===== config.mk =====
export PLATFORM = sky130hd
export DESIGN_NAME = multi_cycle_ctrl
export DESIGN_NICKNAME = d
export VERILOG_FILES = /design/src/rtl/multi_cycle_ctrl_pkg.sv /design/src/rtl/multi_cycle_ctrl_decode.sv /design/src/rtl/multi_cycle_ctrl.sv
export SDC_FILE = /design/constraint.sdc
export NUM_CORES = 1
export LEC_CHECK = 0
export ABC_AREA = 1
export CAP_MARGIN = 20
export CORE_MARGIN = 10
export CORE_UTILIZATION = 49
export CTS_CLUSTER_SIZE = 16
export DETAILED_ROUTE_END_ITERATION = 12
export GPL_ROUTABILITY_DRIVEN = 0
export PLACE_DENSITY = 0.81
export SETUP_SLACK_MARGIN = 0.15
export SYNTH_ARGS = -nofsm -noshare
export SYNTH_HDL_FRONTEND = slang
export SYNTH_SLANG_ARGS = --single-unit
export TNS_END_PERCENT = 100

===== constraint.sdc =====
create_clock -name CLK -period 1.9 [get_ports CLK]
set_input_delay 0.19 -clock CLK [delete_from_list [all_inputs] [get_ports CLK]]
set_output_delay 0.19 -clock CLK [all_outputs]
set_load 0.02 [all_outputs]

===== src/rtl/multi_cycle_ctrl_pkg.sv =====
// Shared definitions for the multi-cycle MIPS control unit.
// Holds the FSM state encoding, the opcodes the controller decodes, and the
// encodings of the multi-bit mux selects driven towards the datapath.
package multi_cycle_ctrl_pkg;

  typedef enum logic [3:0] {
    S_IDLE   = 4'd0,
    S_FETCH  = 4'd1,
    S_DECODE = 4'd2,
    S_EXEC_R = 4'd3,
    S_EXEC_I = 4'd4,
    S_ADDR   = 4'd5,
    S_MEM_RD = 4'd6,
    S_MEM_WR = 4'd7,
    S_WB_R   = 4'd8,
    S_WB_I   = 4'd9,
    S_WB_MEM = 4'd10,
    S_BRANCH = 4'd11,
    S_JUMP   = 4'd12,
    S_HALT   = 4'd13
  } state_e;

  // Opcodes (Ins[31:26])
  localparam logic [5:0] OP_RTYPE = 6'b000000;
  localparam logic [5:0] OP_LW    = 6'b100011;
  localparam logic [5:0] OP_SW    = 6'b101011;
  localparam logic [5:0] OP_BEQ   = 6'b000100;
  localparam logic [5:0] OP_BNE   = 6'b000101;
  localparam logic [5:0] OP_J     = 6'b000010;
  localparam logic [5:0] OP_JAL   = 6'b000011;
  localparam logic [5:0] OP_ADDI  = 6'b001000;
  localparam logic [5:0] OP_ORI   = 6'b001101;

  // ALUOp
  localparam logic [1:0] ALU_ADD   = 2'd0;
  localparam logic [1:0] ALU_SUB   = 2'd1;
  localparam logic [1:0] ALU_FUNCT = 2'd2;
  localparam logic [1:0] ALU_OR    = 2'd3;

  // PCSrc
  localparam logic [1:0] PC_PLUS4  = 2'd0;
  localparam logic [1:0] PC_BRANCH = 2'd1;
  localparam logic [1:0] PC_JUMP   = 2'd2;

  // ALUSrcB
  localparam logic [1:0] SRCB_RDATA2 = 2'd0;
  localparam logic [1:0] SRCB_FOUR   = 2'd1;
  localparam logic [1:0] SRCB_IMM    = 2'd2;
  localparam logic [1:0] SRCB_IMM_SH = 2'd3;

  // RegDst
  localparam logic [1:0] DST_RT  = 2'd0;
  localparam logic [1:0] DST_RD  = 2'd1;
  localparam logic [1:0] DST_R31 = 2'd2;

  // MemtoReg
  localparam logic [1:0] WB_ALU  = 2'd0;
  localparam logic [1:0] WB_MEMD = 2'd1;
  localparam logic [1:0] WB_PC4  = 2'd2;

endpackage


===== src/rtl/multi_cycle_ctrl_decode.sv =====
// Combinational opcode decoder used in the DECODE state.
// Ports:
//   Op         - instruction opcode field
//   next_o     - state to enter after DECODE
//   illegal_o  - opcode is neither a supported instruction nor HALT_OP
//   exec_alu_o - ALUOp to use in EXEC_I (add for addi, or for ori)
module multi_cycle_ctrl_decode
  import multi_cycle_ctrl_pkg::*;
#(
  parameter logic [5:0] HALT_OP = 6'b111111
) (
  input  logic [5:0] Op,
  output state_e     next_o,
  output logic       illegal_o,
  output logic [1:0] exec_alu_o
);

  always_comb begin
    next_o    = S_HALT;
    illegal_o = 1'b0;
    case (Op)
      OP_RTYPE:        next_o = S_EXEC_R;
      OP_LW, OP_SW:    next_o = S_ADDR;
      OP_BEQ, OP_BNE:  next_o = S_BRANCH;
      OP_J, OP_JAL:    next_o = S_JUMP;
      OP_ADDI, OP_ORI: next_o = S_EXEC_I;
      default: begin
        // Anything unknown parks the machine in HALT; only a genuine
        // HALT_OP leaves the sticky illegal flag clear.
        next_o    = S_HALT;
        illegal_o = (Op != HALT_OP);
      end
    endcase
  end

  assign exec_alu_o = (Op == OP_ORI) ? ALU_OR : ALU_ADD;

endmodule


===== src/rtl/multi_cycle_ctrl.sv =====
// Multi-cycle MIPS control FSM. Steps one instruction at a time through
// fetch, decode, execute, memory and write-back, driving the datapath
// enables and mux selects, waiting on MemRdy for memory accesses, and
// counting retired instructions.
// Ports:
//   CLK, RST          - clock, synchronous active-high reset
//   Run               - start request, honoured only in IDLE
//   Op, Funct, Zero   - instruction fields and ALU zero flag
//   MemRdy            - completes the current memory access
//   IorD..RegWrite    - datapath controls (Moore, except FETCH handshake
//                       enables and the conditional PCEn in BRANCH)
//   Busy              - executing (not IDLE / HALT)
//   Illegal           - sticky unsupported-opcode flag
//   InsCount          - retired instruction counter (wraps)
module multi_cycle_ctrl
  import multi_cycle_ctrl_pkg::*;
#(
  parameter int         CNT_W   = 32,
  parameter logic [5:0] HALT_OP = 6'b111111
) (
  input  logic             CLK,
  input  logic             RST,
  input  logic             Run,
  input  logic [5:0]       Op,
  input  logic [5:0]       Funct,
  input  logic             Zero,
  input  logic             MemRdy,
  output logic             IorD,
  output logic             MemRead,
  output logic             MemWrite,
  output logic             IRWrite,
  output logic             PCEn,
  output logic [1:0]       PCSrc,
  output logic             ALUSrcA,
  output logic [1:0]       ALUSrcB,
  output logic [1:0]       ALUOp,
  output logic [1:0]       RegDst,
  output logic [1:0]       MemtoReg,
  output logic             RegWrite,
  output logic             Busy,
  output logic             Illegal,
  output logic [CNT_W-1:0] InsCount
);

  state_e             state_q, state_d;
  logic               illegal_q, illegal_d;
  logic [CNT_W-1:0]   cnt_q, cnt_d;
  logic               retire;

  state_e             dec_next;
  logic               dec_illegal;
  logic [1:0]         dec_exec_alu;

  // Funct is consumed by the separate ALU control block (ALUOp=2).
  logic               unused_funct;
  assign unused_funct = ^Funct;

  multi_cycle_ctrl_decode #(
    .HALT_OP (HALT_OP)
  ) u_decode (
    .Op         (Op),
    .next_o     (dec_next),
    .illegal_o  (dec_illegal),
    .exec_alu_o (dec_exec_alu)
  );

  // Next state, sticky flag and retirement
  always_comb begin
    state_d   = state_q;
    illegal_d = illegal_q;
    retire    = 1'b0;
    case (state_q)
      S_IDLE:   if (Run) state_d = S_FETCH;
      S_FETCH:  if (MemRdy) state_d = S_DECODE;
      S_DECODE: begin
        state_d = dec_next;
        if (dec_illegal) illegal_d = 1'b1;
      end
      S_EXEC_R: state_d = S_WB_R;
      S_EXEC_I: state_d = S_WB_I;
      S_ADDR:   state_d = (Op == OP_SW) ? S_MEM_WR : S_MEM_RD;
      S_MEM_RD: if (MemRdy) state_d = S_WB_MEM;
      S_MEM_WR: begin
        if (MemRdy) begin
          state_d = S_FETCH;
          retire  = 1'b1;
        end
      end
      S_WB_R, S_WB_I, S_WB_MEM, S_BRANCH, S_JUMP: begin
        state_d = S_FETCH;
        retire  = 1'b1;
      end
      S_HALT:   state_d = S_HALT;
      default:  state_d = S_IDLE;
    endcase
    cnt_d = retire ? cnt_q + CNT_W'(1) : cnt_q;
  end

  // Datapath controls
  always_comb begin
    IorD     = 1'b0;
    MemRead  = 1'b0;
    MemWrite = 1'b0;
    IRWrite  = 1'b0;
    PCEn     = 1'b0;
    PCSrc    = PC_PLUS4;
    ALUSrcA  = 1'b0;
    ALUSrcB  = SRCB_RDATA2;
    ALUOp    = ALU_ADD;
    RegDst   = DST_RT;
    MemtoReg = WB_ALU;
    RegWrite = 1'b0;
    case (state_q)
      S_FETCH: begin
        MemRead = 1'b1;
        ALUSrcB = SRCB_FOUR;
        // IR load and PC+4 update land on the cycle the fetch completes.
        IRWrite = MemRdy;
        PCEn    = MemRdy;
      end
      S_DECODE: ALUSrcB = SRCB_IMM_SH;
      S_EXEC_R: begin
        ALUSrcA = 1'b1;
        ALUOp   = ALU_FUNCT;
      end
      S_EXEC_I: begin
        ALUSrcA = 1'b1;
        ALUSrcB = SRCB_IMM;
        ALUOp   = dec_exec_alu;
      end
      S_ADDR: begin
        ALUSrcA = 1'b1;
        ALUSrcB = SRCB_IMM;
      end
      S_MEM_RD: begin
        IorD    = 1'b1;
        MemRead = 1'b1;
      end
      S_MEM_WR: begin
        IorD     = 1'b1;
        MemWrite = 1'b1;
      end
      S_WB_R: begin
        RegDst   = DST_RD;
        RegWrite = 1'b1;
      end
      S_WB_I: RegWrite = 1'b1;
      S_WB_MEM: begin
        MemtoReg = WB_MEMD;
        RegWrite = 1'b1;
      end
      S_BRANCH: begin
        ALUSrcA = 1'b1;
        ALUOp   = ALU_SUB;
        PCSrc   = PC_BRANCH;
        PCEn    = (Op == OP_BNE) ? ~Zero : Zero;
      end
      S_JUMP: begin
        PCSrc = PC_JUMP;
        PCEn  = 1'b1;
        if (Op == OP_JAL) begin
          RegDst   = DST_R31;
          MemtoReg = WB_PC4;
          RegWrite = 1'b1;
        end
      end
      default: ;
    endcase
  end

  assign Busy     = (state_q != S_IDLE) && (state_q != S_HALT);
  assign Illegal  = illegal_q;
  assign InsCount = cnt_q;

  // State register
  always_ff @(posedge CLK) begin
    if (RST) begin
      state_q   <= S_IDLE;
      illegal_q <= 1'b0;
      cnt_q     <= '0;
    end else begin
      state_q   <= state_d;
      illegal_q <= illegal_d;
      cnt_q     <= cnt_d;
    end
  end

endmodule


## Word-level counts from Yosys, hierarchy flattened

Index checks and enable logic that the tools add are counted.

- Register bits: 37
- Input port bits: 17

- Add/subtract/negate cells: 1
- Equality and inequality tests: 27
- Multiplexer cells: 26
- Bitwise gates (word level): 1
- Reductions and logical operators: 17

Operators with widths:

| kind | number |
|---|---|
| $pmux W4 S10 | 1 |
| $add A32 B1 Y32 const B | 1 |
| $eq A4 B4 Y1 const B | 6 |
| $pmux W4 S5 | 1 |
| $eq A4 B3 Y1 const B | 4 |
| $mux W4 | 4 |
| $reduce_or A2 Y1 | 7 |
| $eq A6 B2 Y1 const B | 2 |
| $eq A6 B3 Y1 const B | 2 |
| $eq A6 B4 Y1 const B | 2 |
| $eq A6 B6 Y1 const B | 2 |
| $pmux W2 S2 | 3 |
| $pmux W2 S3 | 2 |
| $mux W1 | 10 |
| $reduce_or A9 Y1 | 1 |
| $eq A4 B2 Y1 const B | 2 |
| $ne A2 B2 Y1 const B | 4 |
| $logic_not A6 Y1 | 1 |
| $ne A6 B6 Y1 const B | 1 |
| $reduce_or A5 Y1 | 1 |
| $eq A4 B1 Y1 const B | 1 |
| $logic_not A4 Y1 | 1 |
| $mux W2 | 2 |
| $ne A4 B4 Y1 const B | 1 |
| other kinds (9) | 10 |

## Logic depth before layout (Yosys ltp)

- Depth after elaboration: 4
- Depth in mapped cells: 12

## Hierarchy

A second synthesis with hierarchy kept.

- Cell total of the unflattened synthesis: 417
- Area, all modules: 2,461.1 µm²

Modules (own cells, without submodules):

| module | instances | cells an instance | area each (µm²) | sequential area each (µm²) |
|---|---|---|---|---|
| multi_cycle_ctrl | 1 | 380 | 2,263.4 | 740.7 |
| multi_cycle_ctrl_decode | 1 | 37 | 197.7 | 0.0 |

## Least setup slack after synthesis

OpenSTA, ideal clock, no wires.

- Path type: flip-flop to output port
- Start point: register state_q[1]
- End point: output RegWrite
- Arrival: 1.784 ns
- Data required time: 1.710 ns
- Slack: -0.074 ns
- Stages on the path, launching flop included: 8
- Cell sequence: dfxtp_1 buf_4 inv_2 nand2_2 nor2_2 inv_1 nor3_1 o21bai_1

- Word-level cells in the longest chain between the ends: 3
- Elaborated cells between the ends (all ways): 6
- Classes of those cells: 4 x eq/ne; 1 x mux; 1 x reduce/logical

Ends and longest elaborated chain:

| element | RTL line | text |
|---|---|---|
| start, declared | multi_cycle_ctrl.sv:45 | `state_e state_q, state_d;` |
| start signal, assigned | multi_cycle_ctrl.sv:182 | `state_q <= state_d;` |
| $eq A4 B4 Y1 | multi_cycle_ctrl.sv:113 | `case (state_q)` |
| $reduce_or A3 Y1 (no source line) | - |  |
| $pmux W1 S2 * | multi_cycle_ctrl.sv:113 |  |
| end, declared | multi_cycle_ctrl.sv:39 | `output logic RegWrite,` |

Mark *: on every way between the ends. The rest lies on a longest branch, timed or not.

## Worst setup path after layout

- Start point: input Op[5]
- End point: output PCEn

- Word-level cells in the longest chain between the ends: 3

Ends and longest elaborated chain:

| element | RTL line | text |
|---|---|---|
| start, declared | multi_cycle_ctrl.sv:24 | `input logic [5:0] Op,` |
| $eq A6 B3 Y1 | multi_cycle_ctrl.sv:156 | `PCEn = (Op == OP_BNE) ? ~Zero : Zero;` |
| $mux W1 | multi_cycle_ctrl.sv:156 |  |
| $pmux W1 S3 | multi_cycle_ctrl.sv:113 |  |
| end, declared | multi_cycle_ctrl.sv:32 | `output logic PCEn,` |

Every way passes these cells.

==> impl_metrics.tcl <==
set metrics [dict create \
    syn_inst 437 \
    slew-limit-headroom_pct 73.0 \
    grt_overflow 0 \
    core-area_um2 5070 \
    sequentialPowerShare_pct 37.3 \
    layout_commonest_cell "nand2_1" \
    rrSetupSlack_ps 300 \
    maxSlewViolCount 0 \
    dp.cells 587 \
    hold_class "in2reg" \
    setup_violations 0 \
    cp-endpoint "PCEn" \
    dieArea_um2 8470 \
    die_y_um 92.0 \
    final_cell_mix "nand2_1, nor2_1, inv_1, clkdlybuf4s50_1, buf_4" \
    final_cells 597 \
    reg2reg_to "InsCount[4]$_SDFFE_PP0P_" \
    ff2ff_path_depth 10 \
    ant_nets 0 \
    port_buffers 61 \
    htree_levels 2 \
    outcome "complete, no violations" \
    ir_drop_mv 0.532 \
    synth_area_leaders "dfxtp_1, nand2_1, nor2_1" \
    synth_area_um2 2540 \
    antenna_cells 0 \
    synth_seq_cells 37 \
    dp_slack_ps -413 \
    num_vias 3018 \
    initial_core_util_pct 50.1 \
    grt_max_degree 20 \
    net-switching-power_mw 0.916 \
    clockPowerShare_pct 21.3 \
    worstPathMaxFanout 3 \
    wl_per_cell_um 12.7 \
    crit_path_start "Op[5]" \
    grt_pass1_wl_mm 12.9 \
    avgSynthCellArea_um2 5.82 \
    worstPathArrival_ps 1600 \
    setup_ws_ps 106 \
    drt_iter0_markers 249 \
    synth_warnings 0 \
    via_per_inst 5.06 \
    fin_crit_ps 1790 \
    postCtsHoldBufs 0 \
    critical_path_class "in2out" \
    cts-root-buf "clkbuf_8" \
    post-route-period-util_pct 94.4 \
    yosysTopAreaCell "dfxtp_1" \
    combPwrFrac_pct 41.4 \
    max_freq_mhz 557 \
    first_global_vias 2841 \
    cp-end-kind "output pin" \
    clk_pin_slew_ps 60 \
    p_sw_share_pct 38.5 \
    cts.sinks 37 \
    skew_ps 5.79 \
    critPathRequiredTime_ps 1710 \
    layout.nets 546 \
    yosysTopAreaCellShare_pct 29.1 \
    first_pass_iters 5 \
    clock_latency_ps 290 \
    synth_seq_area_share_pct 29.1 \
    cts_buffer_depth 2 \
    antenna_found_initial 0 \
    rr_startpoint "state_q[3]$_SDFFE_PP0P_" \
    area_growth_pct 39.7 \
    power.leakage_nw 1.40 \
    rsz0062_at_grt "true" \
    boundaryPins 68 \
    drc 0 \
    worst_pin_slew_ps 402 \
    grt_use_total_pct 18.0 \
    drv_cap 0 \
    hold-path-cell-count 5 \
    p_int_mw 1.46 \
    cts_tree "yes" \
    finalHoldViolCount 0 \
    drive_gt1_share_pct 15.9 \
    dp_hpwl_mm 6.06 \
    cts_buffers 5 \
    yosysUniqueCellTypes 33 \
    fp.dieW_um 92.0 \
    wirelength_mm 7.61 \
    pwr_density_cell_nw_per_um2 670 \
    syn_nets 455 \
    rows 26 \
    startpoint_type "primary input" \
    nFillCells 467 \
]
[power groups by stage]
stage | clock network (mW) | registers, mW | logic (mW)
final | 0.508 | 0.887 | 0.985
after global routing | 0.555 | 0.894 | 1.08
after CTS | 0.524 | 0.868 | 0.979
after detailed placement | 0 | 0.882 | 1.03
after global placement | 0 | 0.882 | 1.02
after floorplan | 0 | 0.884 | 0.566
[cells by family (layout without fill, tap and decap cells)]
logic type | count (synthesis) | in the layout | share of synthesized area, %
and+or+nand+nor | 284 | 284 | 49.2
AOI/OAI and AO/OA | 50 | 50 | 10.3
adders and majority gates | 1 | 1 | 0.492
xor gates and xnor gates | 3 | 3 | 1.03
buffers and inverters | 62 | 152 | 9.85
DFF | 37 | 37 | 29.1
[flip-flops by register name (all words and copies together), names as in the netlist]
name / cells
InsCount: 32
state_q: 4
Illegal: 1
[final cells by class]
type	count	area (um2)	share of cell area (%)
Tap cell	70	87.6	2.47
Clock buffer	5	68.8	1.94
Clock inverter	1	5.00	0.141
Timing Repair Buffer	93	837	23.6
Multi-Input combinational cell	338	1600	45.0
Inverter	53	199	5.60
Sequential cell	37	754	21.2
[routing by layer]
metal  wire length [um]  share of wire, %  up-vias  track usage [%]
met2               3360                44       92             28.1
met3                567               7.5       17             4.97
met4                163               2.1        0             7.07
met1               3520                46     1341             22.7
met5                  0                 0        -                0
li1                   -                 -     1568                -
[repair_timing]
item                                    CTS  global route
resized for setup                        36            32
pin swaps                                 0             4
endpoints found under the setup margin   18            33
hold endpoints to repair                  0             0
setup buffers                             0             4
[per-stage QoR]
stage / cell area [um2] / util (%) / hold WS, ps / power, mW / setup TNS, ps
finish: 3550 / 70.0 / 426 / 2.38 / 0
global route: 3550 / 70.0 / 472 / 2.53 / 0
CTS: 3480 / 68.6 / 463 / 2.37 / -61.6
detailed placement: 3420 / 67.3 / 447 / 1.92 / -1130
global placement: 3420 / 67.3 / 445 / 1.91 / -737
floorplan: 2550 / - / 420 / 1.45 / 0
[how the worst min path moves through the flow]
stage | start | endpoint | slack, ps
floorplan | Op[5] | Illegal$_SDFFE_PP0P_ | 420
global placement | Illegal$_SDFFE_PP0P_ | Illegal$_SDFFE_PP0P_ | 450
detailed placement | Illegal$_SDFFE_PP0P_ | Illegal$_SDFFE_PP0P_ | 450
CTS | Illegal$_SDFFE_PP0P_ | Illegal$_SDFFE_PP0P_ | 460
global route | Op[4] | Illegal$_SDFFE_PP0P_ | 470
finish | Op[4] | Illegal$_SDFFE_PP0P_ | 430
[critical path, stage by stage]
cell             delay (ps)
clkdlybuf4s50_1         440
nor2_2                  140
nand3b_1                130
nor2_1                  150
a21oi_1                 100
or2_2                   290
buf_4                   160
[cell usage after synthesis]
cell type	n
nand2_1	133
buf_2	2
nand2_2	5
o21ai_1	4
nand3_1	19
inv_2	3
xnor2_1	2
nand4_1	6
nor3_2	1
a31oi_1	2
or2_2	1
a21oi_1	27
dfxtp_1	37
and3_1	1
ha_1	1
inv_1	50
nand3_2	2
buf_4	2
xor2_1	1
nor2_2	5
o21a_1	2
nand2_4	1
nor2_1	77
nor2_4	2
buf_6	1
clkbuf_1	4
nor3_1	21
o22ai_1	1
nand3_4	1
nand3b_1	4
o21ai_0	13
o21bai_1	1
nor3b_1	5
Power figures use the tool's default switching activity.
